[src/rtl/uart_pkg.sv]
// Shared types and constants for the UART receive path.
package uart_pkg;

  localparam int unsigned CLKS_PER_BIT_DEFAULT = 16;
  localparam int unsigned DATA_BITS            = 8;

  typedef enum logic [2:0] {
    IDLE,
    START,
    DATA,
    PARITY,
    STOP,
    WAIT_IDLE
  } rx_state_e;

  // Expected parity bit for a data byte: even parity when odd == 0.
  function automatic logic parity_bit(input logic [DATA_BITS-1:0] d, input logic odd);
    return (^d) ^ odd;
  endfunction

endpackage

[src/rtl/uart_rx_deserializer_if.sv]
// Byte-out stream plus status pulses between the UART receiver and its consumer.
interface uart_rx_deserializer_if;

  logic [uart_pkg::DATA_BITS-1:0] io_data;
  logic                           io_valid;
  logic                           io_ready;
  logic                           io_frameError;
  logic                           io_parityError;
  logic                           io_overrun;
  logic                           io_busy;

  modport master (
    output io_data, io_valid, io_frameError, io_parityError, io_overrun, io_busy,
    input  io_ready
  );

  modport slave (
    input  io_data, io_valid, io_frameError, io_parityError, io_overrun, io_busy,
    output io_ready
  );

endinterface

[src/rtl/uart_rx_sync.sv]
// Two-flop synchronizer for the asynchronous serial line; resets to the idle (high) level.
module uart_rx_sync (
  input  logic clk,
  input  logic reset,
  input  logic d_i,
  output logic q_o
);

  logic [1:0] sync_q;

  always_ff @(posedge clk) begin
    if (reset) sync_q <= 2'b11;
    else       sync_q <= {sync_q[0], d_i};
  end

  assign q_o = sync_q[1];

endmodule

[src/rtl/uart_rx_deserializer.sv]
// UART receiver: mid-bit sampling of 8 data bits (optional parity), one-entry output buffer.
module uart_rx_deserializer
  import uart_pkg::*;
#(
  parameter int unsigned CLKS_PER_BIT = CLKS_PER_BIT_DEFAULT,
  parameter bit          PARITY_EN    = 1'b0,
  parameter bit          PARITY_ODD   = 1'b0
) (
  input  logic                   clk,
  input  logic                   reset,
  input  logic                   rxd,
  uart_rx_deserializer_if.master io
);

  localparam int unsigned    CW        = $clog2(CLKS_PER_BIT);
  localparam logic [CW-1:0]  HALF_LAST = CW'(CLKS_PER_BIT / 2 - 1);
  localparam logic [CW-1:0]  BIT_LAST  = CW'(CLKS_PER_BIT - 1);

  logic                 rxs;
  rx_state_e            state_q, state_d;
  logic [CW-1:0]        cnt_q, cnt_d;
  logic [2:0]           bit_idx_q, bit_idx_d;
  logic [DATA_BITS-1:0] shift_q, shift_d;
  logic                 par_err_q, par_err_d;
  logic [DATA_BITS-1:0] data_q, data_d;
  logic                 valid_q, valid_d;
  logic                 fe_q, fe_d;
  logic                 pe_q, pe_d;
  logic                 ov_q, ov_d;
  logic                 busy_q, busy_d;
  logic                 deliver;

  uart_rx_sync u_sync (
    .clk   (clk),
    .reset (reset),
    .d_i   (rxd),
    .q_o   (rxs)
  );

  always_ff @(posedge clk) begin
    if (reset) begin
      state_q   <= IDLE;
      cnt_q     <= '0;
      bit_idx_q <= '0;
      shift_q   <= '0;
      par_err_q <= 1'b0;
      data_q    <= '0;
      valid_q   <= 1'b0;
      fe_q      <= 1'b0;
      pe_q      <= 1'b0;
      ov_q      <= 1'b0;
      busy_q    <= 1'b0;
    end else begin
      state_q   <= state_d;
      cnt_q     <= cnt_d;
      bit_idx_q <= bit_idx_d;
      shift_q   <= shift_d;
      par_err_q <= par_err_d;
      data_q    <= data_d;
      valid_q   <= valid_d;
      fe_q      <= fe_d;
      pe_q      <= pe_d;
      ov_q      <= ov_d;
      busy_q    <= busy_d;
    end
  end

  always_comb begin
    state_d   = state_q;
    cnt_d     = cnt_q + CW'(1);
    bit_idx_d = bit_idx_q;
    shift_d   = shift_q;
    par_err_d = par_err_q;
    data_d    = data_q;
    valid_d   = valid_q && !io.io_ready;
    fe_d      = 1'b0;
    pe_d      = 1'b0;
    ov_d      = 1'b0;
    deliver   = 1'b0;

    unique case (state_q)
      IDLE: begin
        cnt_d     = '0;
        bit_idx_d = '0;
        par_err_d = 1'b0;
        if (!rxs) state_d = START;
      end
      START: begin
        if (cnt_q == HALF_LAST) begin
          cnt_d   = '0;
          state_d = rxs ? IDLE : DATA;
        end
      end
      DATA: begin
        if (cnt_q == BIT_LAST) begin
          cnt_d     = '0;
          shift_d   = {rxs, shift_q[DATA_BITS-1:1]};
          bit_idx_d = bit_idx_q + 3'd1;
          if (bit_idx_q == 3'd7) state_d = PARITY_EN ? PARITY : STOP;
        end
      end
      PARITY: begin
        if (cnt_q == BIT_LAST) begin
          cnt_d     = '0;
          par_err_d = (rxs != parity_bit(shift_q, PARITY_ODD));
          state_d   = STOP;
        end
      end
      STOP: begin
        if (cnt_q == BIT_LAST) begin
          cnt_d = '0;
          if (!rxs) begin
            fe_d    = 1'b1;
            state_d = WAIT_IDLE;
          end else if (par_err_q) begin
            pe_d    = 1'b1;
            state_d = IDLE;
          end else begin
            deliver = 1'b1;
            state_d = IDLE;
          end
        end
      end
      WAIT_IDLE: begin
        // A held-low line (break) produces one frame error, then waits here silently.
        cnt_d = '0;
        if (rxs) state_d = IDLE;
      end
      default: state_d = IDLE;
    endcase

    // A full buffer that is not being drained this cycle drops the new byte.
    if (deliver) begin
      if (valid_q && !io.io_ready) begin
        ov_d = 1'b1;
      end else begin
        data_d  = shift_q;
        valid_d = 1'b1;
      end
    end

    busy_d = (state_d != IDLE);
  end

  assign io.io_data        = data_q;
  assign io.io_valid       = valid_q;
  assign io.io_frameError  = fe_q;
  assign io.io_parityError = pe_q;
  assign io.io_overrun     = ov_q;
  assign io.io_busy        = busy_q;

endmodule

[src/flat_wrapper.sv]
// flat-port wrapper written by rule: the top's interface ports become plain ports
module uart_rx_deserializer_flat import uart_pkg::*;
#(
  parameter int unsigned CLKS_PER_BIT = CLKS_PER_BIT_DEFAULT,
  parameter bit          PARITY_EN    = 1'b0,
  parameter bit          PARITY_ODD   = 1'b0
)
  (clk, reset, rxd, io_io_data, io_io_valid, io_io_frameError, io_io_parityError, io_io_overrun, io_io_busy, io_io_ready);
  uart_rx_deserializer_if io_i ();
  input  logic clk;
  input  logic reset;
  input  logic rxd;
  output wire logic [$bits(io_i.io_data)-1:0] io_io_data;
  output wire logic [$bits(io_i.io_valid)-1:0] io_io_valid;
  output wire logic [$bits(io_i.io_frameError)-1:0] io_io_frameError;
  output wire logic [$bits(io_i.io_parityError)-1:0] io_io_parityError;
  output wire logic [$bits(io_i.io_overrun)-1:0] io_io_overrun;
  output wire logic [$bits(io_i.io_busy)-1:0] io_io_busy;
  input wire logic [$bits(io_i.io_ready)-1:0] io_io_ready;
  assign io_io_data = io_i.io_data;
  assign io_io_valid = io_i.io_valid;
  assign io_io_frameError = io_i.io_frameError;
  assign io_io_parityError = io_i.io_parityError;
  assign io_io_overrun = io_i.io_overrun;
  assign io_io_busy = io_i.io_busy;
  assign io_i.io_ready = io_io_ready;
  uart_rx_deserializer #(.CLKS_PER_BIT(CLKS_PER_BIT), .PARITY_EN(PARITY_EN), .PARITY_ODD(PARITY_ODD)) u_core (.clk(clk), .reset(reset), .rxd(rxd), .io(io_i));
endmodule
[config.mk]
export PLATFORM = sky130hd
export DESIGN_NAME = uart_rx_deserializer_flat
export DESIGN_NICKNAME = d
export VERILOG_FILES = /design/src/rtl/uart_pkg.sv /design/src/rtl/uart_rx_deserializer_if.sv /design/src/rtl/uart_rx_sync.sv /design/src/rtl/uart_rx_deserializer.sv /design/src/flat_wrapper.sv
export SDC_FILE = /design/constraint.sdc
export NUM_CORES = 1
export LEC_CHECK = 0
export CAP_MARGIN = 30
export CORE_MARGIN = 2
export CORE_UTILIZATION = 58
export CTS_CLUSTER_SIZE = 12
export DETAILED_ROUTE_END_ITERATION = 10
export GPL_TIMING_DRIVEN = 0
export PLACE_DENSITY = 0.82
export RECOVER_POWER = 25
export REMOVE_ABC_BUFFERS = 1
export SLEW_MARGIN = 30
export SYNTH_ARGS = -nofsm -noshare
export SYNTH_HDL_FRONTEND = slang
export SYNTH_SLANG_ARGS = --single-unit
[constraint.sdc]
create_clock -name clk -period 3.3 [get_ports clk]
set_input_delay 0.495 -clock clk [delete_from_list [all_inputs] [get_ports clk]]
set_output_delay 0.495 -clock clk [all_outputs]
set_load 0.05 [all_outputs]
# Word-level counts from Yosys, hierarchy flattened
# Cells that the tools add are included.
# word_totals
reg_bits,34
out_inout_bits,13
input_bits,4
wordCells,71
# op_classes
bitwise_logic,5
eq_ne,11
add_sub_neg,2
reduce_logical,16
muxes,25
# ops
op,count
two-way mux 3 bit,9
case mux 3 bit (6 select lines),1
case mux 4 bit (3 select lines),1
"equality test 3 bit, second input constant",3
two-way mux 1 bit,9
two-way mux 4 bit,2
AND reduction 2 bit,4
XOR reduction 8 bit,1
"equality test 3 x 2 -> 1 bit, second input constant",2
case mux 3 bit (2 select lines),1
OR reduction 3 bit,2
inverter 1 bit,5
"adder 4 x 1 -> 4 bit, second input constant",1
"equality test 4 x 3 -> 1 bit, second input constant",1
"equality test 4 bit, second input constant",1
"!= test 2 x 1 -> 1 bit, second input constant",2
nonzero test 2 bit,2
OR reduction 2 bit,2
OR reduction 4 bit,1
"adder 3 x 1 -> 3 bit, second input constant",1
"equality test 3 x 1 -> 1 bit, second input constant",1
zero test 3 bit,1
nonzero test 3 bit,1
two-way mux 2 bit,1
4 further kinds,4

# Depth between registers and ports, before layout
# Gate-level depths: netlist of run 1.
# logic_depth
depth_word,6
mapped_depth,6
ltp_nobuf,6

# By module
# From an unflattened synthesis of run 1, not the netlist that was laid out.
# unflattened
hier_cells,160
area_unflattened_um2,1496.4
# by_module_without_submodules
mod,seq_area_each_um2,area_each_um2,n_inst,cells_per_inst
uart_rx_deserializer,640.6,1443.9,1,156
uart_rx_sync,40.0,52.6,1,4

# Least setup slack after synthesis of run 1
# No wires, ideal clock.
# synth_timing
path_type,reg-to-reg
startpoint,register u_core.cnt_q[0]
endpoint,register u_core.shift_q[3]
path_stages_with_launch,7
setup_ns,0.128
required_time_ns,3.172
path_slack_ns,1.832
period_less_slack_ns,1.468
arrival_time_ns,1.341
path_buffers,1
cell_sequence,dfxtp_1 -> ha_1 -> nand2_1 -> nor3_4 -> buf_6 -> mux2i_1 -> nor2_1
# synth_via
elab_chain_len,2
# synth_lines
item,line_no,source
from (decl),uart_rx_deserializer.sv:21,"logic [CW-1:0] cnt_q, cnt_d;"
from (signal assigned),uart_rx_deserializer.sv:55,cnt_q <= cnt_d;
equality test 4 bit,uart_rx_deserializer.sv:95,if (cnt_q == BIT_LAST) begin
AND reduction 2 bit (no source line),-,
to (signal assigned),uart_rx_deserializer.sv:57,shift_q <= shift_d;
to (decl),uart_rx_deserializer.sv:23,"logic [DATA_BITS-1:0] shift_q, shift_d;"
# No other way between the ends.
# A chain may end at the register's enable or synchronous reset.

# Worst setup path in the final report of run 1
# layout_timing
startpoint,register u_core.cnt_q[0]
endpoint,register u_core.data_q[6] (netlist: u_core.io.io_data[6])
# layout_via
elab_chain_len,4
# layout_lines
item,line_no,source
equality test 4 bit,uart_rx_deserializer.sv:110,if (cnt_q == BIT_LAST) begin
two-way mux 1 bit,uart_rx_deserializer.sv:110,
two-way mux 1 bit,uart_rx_deserializer.sv:81,unique case (state_q)
AND reduction 2 bit (no source line),-,
to (signal assigned),uart_rx_deserializer.sv:59,data_q <= data_d;
to (decl),uart_rx_deserializer.sv:25,"logic [DATA_BITS-1:0] data_q, data_d;"
# No other way between the ends.

==> results of run 1 <==
==> metal layers <==
| metal | vias to the layer above | global-route usage |
|---|---|---|
| li1 | 553 | - |
| met1 | 497 | 0.231 |
| met2 | 28 | 0.304 |
| met3 | 4 | 0.0806 |
| met4 | 0 | 0.0854 |
| met5 | - | 0 |
==> stage by stage <==
| stage | setup WS (ns) | power (mW) | hold slack, ns |
|---|---|---|---|
| finish | 1.25 | 0.695 | 0.417 |
| CTS | 1.29 | 0.702 | 0.418 |
| detailed placement | 1.17 | 0.467 | 0.395 |
| global placement | 1.01 | 0.466 | 0.392 |
| floorplan | 1.58 | 0.452 | 0.389 |
| global route | 1.07 | 0.719 | 0.444 |
==> where the power goes <==
group	internal [mW]	total [mW]	switching [mW]
registers	0.415	0.423	0.00797
clock network	0.103	0.238	0.135
logic	0.0145	0.0341	0.0196
total	0.533	0.695	0.162
==> layout make-up <==
class	instances	share of cell area
clock buffer	7	0.0327
clock inverter	1	0.00297
inverter	3	0.00669
multi-input combinational	105	0.439
sequential	34	0.404
tap	30	0.0223
timing repair buffer	16	0.0915
==> cells by family (layout without fill, tap and decap cells) <==
group / after synthesis / after routing
and+or+nand+nor: 58 / 58
xor gates and xnor gates: 9 / 9
adders and majority gates: 3 / 3
AOI/OAI and AO/OA: 18 / 18
muxes: 17 / 17
DFF: 34 / 34
buffers and inverters: 15 / 27
==> synth_stat cells <==
master / n
a211oi_1: 1
a21oi_1: 3
a221oi_1: 1
a22o_1: 1
a311o_1: 1
a31oi_1: 2
and3_1: 1
and4bb_2: 1
buf_2: 3
buf_4: 2
buf_6: 3
clkbuf_1: 4
dfxtp_1: 34
ha_1: 3
inv_1: 3
mux2_2: 1
mux2i_1: 16
nand2_1: 7
nand2b_1: 1
nand3_1: 3
nand3b_1: 2
nand3b_2: 1
nand4_1: 2
nand4b_1: 1
nor2_1: 27
nor2b_1: 2
nor3_1: 3
nor3_4: 1
nor3b_1: 1
nor4b_1: 1
o2111ai_1: 1
o211ai_1: 2
o21ai_0: 3
o21bai_1: 1
o22ai_1: 1
o311ai_2: 1
or2_2: 2
or3_1: 2
xnor2_1: 4
xnor3_1: 2
xor2_1: 3
==> path summary, 6_finish.rpt <==
path | end | slack (ns) | cells past startpoint
setup / recovery | u_core.io.io_data[6]$_SDFFE_PP0P_ | 1.25 | 5
hold reg to reg | u_core.u_sync.sync_q[1]$_SDFF_PP1_ | 0.42 | 1
hold / removal | u_core.u_sync.sync_q[1]$_SDFF_PP1_ | 0.42 | 1
setup reg to reg | u_core.io.io_data[6]$_SDFFE_PP0P_ | 1.25 | 5
==> worst register-to-register path, delay by kind of cell, from the launching register on <==
kind	cells	cell delay, ns
simple gates	3	0.89
flops	1	0.37
mux	1	0.35
fa+ha+maj	1	0.30
==> flip-flops by register name (all words and copies together), names as in the netlist <==
signal                    cells
u_core.bit_idx_q              3
u_core.cnt_q                  4
u_core.io.io_busy             1
u_core.io.io_data             8
u_core.io.io_frameError       1
u_core.io.io_overrun          1
u_core.io.io_parityError      1
u_core.io.io_valid            1
u_core.par_err_q              1
u_core.shift_q                8
u_core.state_q                3
u_core.u_sync.sync_q          2
==> metrics.md, run 1 <==
| Metric | Value |
|---|---|
| Compound-gate portion of the synthesized area | 0.0866 |
| Share of layout cells above drive strength 1 | 0.0723 |
| Fillers | 210 |
| Dpl cells | approximately 190 |
| Cells after Synth | around 150 |
| Setup CP Type | reg2reg |
| Clock buffer depth | 2 |
| Gr usage total | 0.194 |
| Number of buffers inserted by port buffering | 16 |
| Most frequent cells in the layout | dfxtp_1, nor2_1, mux2i_1 |
| RSZ-0062 raised after global routing | false |
| WP data arrival | about 2.2 ns |
| Via count | 1082 |
| #FFs+latches synth | 34 |
| Worst relative slew slack | 0.126 |
| Final nets | about 170 |
| Dpl cell area | ~1600 µm² |
| Largest net degree at the start of global routing | 34 |
| Largest family of logic cells by synthesized area | simple AND/OR/NAND/NOR gates |
| Max Transition Viols Final | 0 |
| Max IR drop VDD | between 0.0004 and 0.0005 V |
| Die Ht | between 50 and 60 µm |
| Reg clk slew, reported paths | ~0.10 ns |
| Leakage | approximately 0.65 nW |
| Worst slew pin tran | around 1.3 ns |
| Die width | approximately 55 µm |
| Antenna Violating Nets Remaining | 0 |
| Total core area | 2480 µm² |
| Worst path slowest cell | nand4b_1 |
| Ports | 17 |
| Synth Area in Simple Gates | 0.198 |
| Drt first pass iters | 4 |
| Synth cell types | slightly above 40 |
| CP Cell Sequence | ha_1 > and4bb_1 > nand4b_1 > mux2i_1 > nor2_1 |
| Fin crit period | approximately 2.1 ns |
| Diode count | 0 |
| Slowest stage delay, CP | about 0.51 ns |
| Post-route insts no fill | about 200 |
| Mapped Area | between 1500 and 2000 µm² |
| Seq/Total Area, Yosys | 0.448 |
| Adder-Cell Fraction of Synth Area | 0.0247 |
| Final core utilization | 0.679 |
| Root Buffer | clkbuf_4 |
| Dpl hpwl | 1720 µm |
| CP bufs+invs | 0 |
| Post-CTS Setup Inserts | 0 |
| Xor and xnor fraction of the mapped netlist area | 0.0701 |
| Cts repair resizes | 0 |
| Mux cell area share after synthesis | 0.113 |
| Uppermost layer routed | met4 |
| Crit start category | register |
| Top cell type's share of synthesized area | 0.448 |
| R2r startpoint | u_core.cnt_q[0]$_SDFF_PP0_ |
| Final setup vio count | 0 |
| Seq. cell area | approximately 700 µm² |
| Area of the multi-input gates | about 740 µm² |
| First-pass GRT wire length | roughly 4000 µm |
| Initial core utilization | 0.613 |
| DR WL met3 | about 120 µm |
| Clk sinks | 34 |
| Vias per cell | approximately 5.5 |
| CP Capture Type | register |
| Status | completed |
| Clk_skew | between 0.005 and 0.006 ns |
| Num CTS Buffers | 5 |
| Hold-fix buffers at CTS | 0 |
| DRC Markers | 0 |
| Final Cell Area | approximately 1700 µm² |
| Crit path launch | u_core.cnt_q[0]$_SDFF_PP0_ |
| Number of DRC markers in iteration 0 | 27 |
| Fin. Hold Viols | 0 |
| Crit share post-route | 0.622 |
| DR WL met2 | between 1000 and 1500 µm |
| Yosys top cell by area | dfxtp_1 |
| Placer Congestion | roughly 0.84 |
| Number of global-route vias before repair | just over 900 |
| GR Overflow Total | 0 |
| Hold_sp | u_core.u_sync.sync_q[0]$_SDFF_PP1_ |
| Clk_lat worst skew | ~0.34 ns |
| Cell family with most CP delay | simple AND/OR/NAND/NOR gates |
| Hold crit path type | reg2reg |
| Commonest non-fill, non-tap cell in the layout | dfxtp_1 |
| Total negative slack | 0 ns |
| Initial antenna violation count | 0 |
| Syn-to-layout area delta | 10.9% |
| Drt total wl | about 2500 µm |
| Power Dens Cells | approximately 410 nW/µm² |
| Req. time, crit path | 3.48 ns |
| F_max | around 0.49 GHz |
| Htree depth | 2 |
| Die ar. | about 3000 µm² |
| Crit path max fanout | 8 |
| Wire per inst | 13.0 µm |
| Yosys warns | 0 |
| Routed metal-1 wire length | 1230 µm |
| CTS tree | built |
| Mean Syn Cell Area | 9.86 µm² |
| Dominant cells by area after synthesis | dfxtp_1, mux2i_1, nor2_1 |
| Cell Rows | 18 |
| Max Cap Viol | 0 |
(Power assumes the default switching activity.)
==> run 2: changes to the inputs <==
Settings changed: CORE_UTILIZATION 58 to 54, PLACE_DENSITY 0.82 to 0.77.
Clock period 3.3 ns to 2.1 ns, I/O delays scaled along.
==> metrics.md, run 2 (same netlist as run 1, synthesis figures left out) <==
| Metric | Value |
|---|---|
| Clock power share | 0.402 |
| Total core area | roughly 2700 µm² |
| F_max | 0.557 GHz |
| Fin crit period | around 1.8 ns |
| Htree depth | 2 |
| Commonest non-fill, non-tap cell in the layout | dfxtp_1 |
| Syn-to-layout area delta | 14.3% |
| Internal power | about 0.95 mW |
| Worst path slowest cell | clkdlybuf4s50_1 |
| Cell family with most CP delay | buffers and inverters |
| Num CTS Buffers | 5 |
| DRC Markers | 0 |
| Switch share | 0.210 |
| CTS tree | built |
| RSZ-0062 raised after global routing | false |
| Via count | roughly 1100 |
| Status | completed |
| Hold-fix buffers at CTS | 0 |
| Number of buffers inserted by port buffering | 16 |
| Largest net degree at the start of global routing | 34 |
| Clock buffer depth | 2 |
| Max Transition Viols Final | 0 |
| Wire per inst | roughly 14 µm |
| Ports | 17 |
| Most frequent cells in the layout | dfxtp_1, nor2_1, mux2i_1 |
| Placer Congestion | roughly 0.82 |
| Vias per cell | around 5.7 |
| Cell Rows | 19 |
| Clk_skew | 0.0120 ns |
| CP Cell Sequence | clkdlybuf4s50_1 |
| Post-CTS Setup Inserts | 0 |
| Setup CP Type | reg2out |
| Diode count | 0 |
| Initial antenna violation count | 0 |
| First-pass GRT wire length | 4830 µm |
| Max Cap Viol | 0 |
| Clk sinks | 34 |
| Root Buffer | clkbuf_4 |
| CP bufs+invs | 1 |
| Max IR drop VDD | approximately 0.00064 V |
| CP Capture Type | primary output |
| Share of layout cells above drive strength 1 | 0.0952 |
| Fin. Hold Viols | 0 |
| Combinational power share | 0.046 |
| Req. time, crit path | 1.78 ns |
| Final nets | between 150 and 200 |
| Antenna Violating Nets Remaining | 0 |
| Dpl hpwl | about 1800 µm |
| Crit path max fanout | 2 |
| Die Ht | ~57 µm |
| Tot Pwr | 1.21 mW |
| Crit path setup slack, layout | between 0.3 and 0.4 ns |
| Worst slew pin tran | between 1 and 1.5 ns |
| Die ar. | approximately 3300 µm² |
| Drt total wl | between 2000 and 3000 µm |
| Final setup vio count | 0 |
| Total negative slack | 0 ns |
| Sequential power share | 0.552 |
| Die width | roughly 57 µm |
| Hold crit path type | reg2reg |
| Pre-CTS setup slack | approximately 0.09 ns |
| Worst relative slew slack | 0.0637 |
| Initial core utilization | 0.560 |
| Leakage | a little under 0.7 nW |
| WP data arrival | roughly 1.5 ns |
| Drt first pass iters | 4 |
| Clk_lat worst skew | approximately 0.33 ns |
| Reg clk slew, reported paths | 0.11 ns |
| P_sw | roughly 0.25 mW |
| Slowest stage delay, CP | 0.81 ns |
| Crit share post-route | 0.854 |
| Number of DRC markers in iteration 0 | 21 |
| Gr usage total | 0.194 |
| Crit start category | register |
| Power Dens Cells | between 600 and 700 nW/µm² |
| GR Overflow Total | 0 |
| Number of global-route vias before repair | 1122 |
| Cts repair resizes | 0 |
==> run 2: cell types whose count changed in the layout (fill, tap and decap cells not counted) <==
cell,change
buf_4,+3
clkbuf_1,-1
o311ai_0,-1
clkinv_2,-1
bufinv_16,+1
o311ai_2,+1
==> run 2: final timing paths <==
| kind | startpoint | to | slack, ns | cells after the start |
|---|---|---|---|---|
| setup reg to reg | u_core.state_q[2]$_SDFF_PP0_ | u_core.shift_q[2]$_SDFFE_PP0P_ | 0.39 | 5 |
| hold reg to reg | u_core.u_sync.sync_q[0]$_SDFF_PP1_ | u_core.u_sync.sync_q[1]$_SDFF_PP1_ | 0.42 | 1 |
| setup / recovery | u_core.io.io_data[4]$_SDFFE_PP0P_ | io_io_data[4] | 0.31 | 1 |
| hold / removal | u_core.u_sync.sync_q[0]$_SDFF_PP1_ | u_core.u_sync.sync_q[1]$_SDFF_PP1_ | 0.42 | 1 |
==> run 2: worst reg2reg max path, delay by kind of cell (launching register included) <==
| kind | cells | cell delay, ns |
|---|---|---|
| and+or+nand+nor | 3 | 0.65 |
| buffers and inverters | 1 | 0.24 |
| muxes | 1 | 0.22 |
| DFF | 1 | 0.45 |
==> run 2: layout make-up <==
class                   count  area (µm²)
clock inverters             1        30.0
clock buffers               6        51.3
repair buffers             19         176
fillers                   237         975
well taps                  31        38.8
flip-flops and latches     34         681
multi-input cells         105         747
inverters                   3        11.3
==> run 2: through the flow <==
stage / instances / util / instance area, µm² / hold slack, ns
6_report: 199 / 0.640 / 1740 / 0.418
5_1_grt: 199 / 0.640 / 1740 / 0.437
4_1_cts: 196 / 0.633 / 1710 / 0.422
3_5_place_dp: 189 / 0.602 / 1630 / 0.399
3_3_place_gp: 189 / 0.604 / 1640 / 0.392
2_1_floorplan: 142 / - / 1440 / 0.384
==> run 2: power groups by stage <==
stage / Combinational [mW] / Clock [mW] / Sequential (mW)
6_report: 0.0554 / 0.485 / 0.665
3_5_place_dp: 0.0551 / 0 / 0.680
3_3_place_gp: 0.0540 / 0 / 0.679
2_1_floorplan: 0.0282 / 0 / 0.682
4_1_cts: 0.0557 / 0.499 / 0.665
5_1_grt: 0.0613 / 0.527 / 0.667
==> run 2: per-layer routing <==
| metal | up-vias | wire length (µm) | GRT usage |
|---|---|---|---|
| li1 | 562 | - | - |
| met2 | 25 | 1380 | 0.320 |
| met4 | 0 | 64 | 0.0897 |
| met5 | - | 0 | 0 |
| met1 | 550 | 1190 | 0.219 |
| met3 | 7 | 104 | 0.0794 |
==> run 3: changes to the inputs <==
Settings changed: CORE_UTILIZATION 54 to 35, PLACE_DENSITY 0.77 to default.
==> metrics.md, run 3 (same netlist as run 1, synthesis figures left out) <==
| Metric | Value |
|---|---|
| Commonest non-fill, non-tap cell in the layout | dfxtp_1 |
| Final nets | around 170 |
| Placer Congestion | 0.760 |
| CP Cell Sequence | nand3b_2 > nor3_4 > mux2_2 > nor2_1 |
| Req. time, crit path | approximately 2.3 ns |
| Crit start category | register |
| First-pass GRT wire length | between 4000 and 5000 µm |
| Largest net degree at the start of global routing | 34 |
| Drt first pass iters | 4 |
| Initial antenna violation count | 0 |
| Max IR drop VDD | approximately 0.00027 V |
| Clock buffer depth | 2 |
| Dpl hpwl | around 1800 µm |
| Worst reg2reg setup slack | between 0.15 and 0.2 ns |
| GR Overflow Total | 0 |
| Gr usage total | 0.120 |
| RSZ-0062 raised after global routing | false |
| Vias per cell | around 5 |
| P_sw | approximately 0.26 mW |
| WP data arrival | 2.13 ns |
| Root Buffer | clkbuf_8 |
| CTS tree | built |
| Switch share | 0.198 |
| Clk_skew | roughly 0.0047 ns |
| CP Capture Type | register |
| Drt total wl | between 2000 and 3000 µm |
| Worst slew pin tran | 0.649 ns |
| Sequential power share | 0.505 |
| Number of buffers inserted by port buffering | 16 |
| Via count | between 1000 and 1500 |
| Fin. Hold Viols | 0 |
| F_max | approximately 0.52 GHz |
| Crit path capture | u_core.bit_idx_q[0]$_SDFFE_PP0P_ |
| Leakage | ~0.7 nW |
| R2R cell count | 4 |
| R2r startpoint | u_core.state_q[2]$_SDFF_PP0_ |
| Reg clk slew, reported paths | about 0.060 ns |
| Worst relative slew slack | 0.566 |
| Final setup vio count | 0 |
| Die ar. | roughly 4900 µm² |
| Area of the multi-input gates | 749 µm² |
| Initial core utilization | 0.371 |
| Reg2reg end | u_core.bit_idx_q[0]$_SDFFE_PP0P_ |
| Number of global-route vias before repair | roughly 1000 |
| Power Dens Cells | between 700 and 800 nW/µm² |
| Crit path launch | u_core.state_q[2]$_SDFF_PP0_ |
| Clk_lat worst skew | approximately 0.28 ns |
| Num CTS Buffers | 5 |
| Slowest stage delay, CP | just under 0.6 ns |
| Internal power | around 1.1 mW |
| Combinational power share | 0.041 |
| Die Ht | ~70 µm |
| Fin crit period | ~1.9 ns |
| Die width | between 60 and 70 µm |
| Clk sinks | 34 |
| Cell Rows | 23 |
| Fillers | 409 |
| Status | completed |
| Crit share post-route | 0.913 |
| Total negative slack | 0 ns |
| Ports | 17 |
| Antenna Violating Nets Remaining | 0 |
| Total core area | 4090 µm² |
| Max Cap Viol | 0 |
| Htree depth | 2 |
| Seq. cell area | 681 µm² |
| Most frequent cells in the layout | dfxtp_1, nor2_1, mux2i_1 |
| Syn-to-layout area delta | 17.2% |
| Final hold slack | 0.419 ns |
| Hold-fix buffers at CTS | 0 |
| DRC Markers | 0 |
| Clock power share | 0.454 |
| Share of layout cells above drive strength 1 | 0.0964 |
| Worst path slowest cell | nor3_4 |
| Wire per inst | 12.1 µm |
| Number of DRC markers in iteration 0 | 57 |
| Max Transition Viols Final | 0 |
| Hold crit path type | reg2reg |
| Crit path max fanout | 13 |
| Setup CP Type | reg2reg |
| Diode count | 0 |
==> run 3: critical path, delay by kind of cell, from the launching register on <==
family | cells | cell delay, ns
mux | 1 | 0.40
simple gates | 3 | 1.01
flops | 1 | 0.43
==> run 3: layout make-up <==
cell class | count | share of cell area
Clock buffer | 6 | 0.0464
Clock inverter | 1 | 0.0169
Inverter | 3 | 0.00633
Multi-Input combinational cell | 105 | 0.421
Sequential cell | 34 | 0.383
Tap cell | 50 | 0.0352
Timing Repair Buffer | 17 | 0.0914
==> run 3: how the worst min path moves through the flow <==
| stage | start | to | cells past startpoint | slack [ns] |
|---|---|---|---|---|
| final | u_core.u_sync.sync_q[0]$_SDFF_PP1_ | u_core.u_sync.sync_q[1]$_SDFF_PP1_ | 1 | 0.42 |
| after global routing | u_core.u_sync.sync_q[0]$_SDFF_PP1_ | u_core.u_sync.sync_q[1]$_SDFF_PP1_ | 1 | 0.46 |
| after CTS | u_core.u_sync.sync_q[0]$_SDFF_PP1_ | u_core.u_sync.sync_q[1]$_SDFF_PP1_ | 1 | 0.42 |
| after detailed placement | u_core.u_sync.sync_q[0]$_SDFF_PP1_ | u_core.u_sync.sync_q[1]$_SDFF_PP1_ | 1 | 0.40 |
| after global placement | u_core.u_sync.sync_q[0]$_SDFF_PP1_ | u_core.u_sync.sync_q[1]$_SDFF_PP1_ | 1 | 0.39 |
| after floorplan | reset | u_core.bit_idx_q[1]$_SDFFE_PP0P_ | 1 | 0.38 |
==> run 3: what timing repair did <==
item	CTS	global route
gates resized for setup	0	1
setup buffers	0	1
endpoints found under the setup margin	0	9
hold endpoints to repair	0	0
==> run 3: per-stage QoR <==
stage	instances	area [µm²]	util	power (mW)	setup slack (ns)
finish	216	1780	0.435	1.32	0.183
global route	216	1780	0.435	1.37	0.00897
CTS	215	1770	0.433	1.33	0.0833
detailed placement	208	1660	0.405	0.734	0.101
global placement	208	1660	0.407	0.734	-0.0566
floorplan	142	1440	-	0.710	0.376
==> run 3: per-layer routing <==
layer | track usage | vias up | wire length [µm]
li1 | - | 555 | -
met1 | 0.131 | 521 | 1160
met2 | 0.204 | 17 | 1290
met3 | 0.0447 | 5 | 106
met4 | 0.0577 | 0 | 62
met5 | 0 | - | 0
==> run 3: power by group through the flow <==
stage | clock (mW) | combinational (mW) | sequential (mW)
global placement | 0 | 0.0548 | 0.679
floorplan | 0 | 0.0282 | 0.682
detailed placement | 0 | 0.0546 | 0.680
finish | 0.597 | 0.0540 | 0.665
CTS | 0.612 | 0.0546 | 0.665
global route | 0.639 | 0.0610 | 0.667
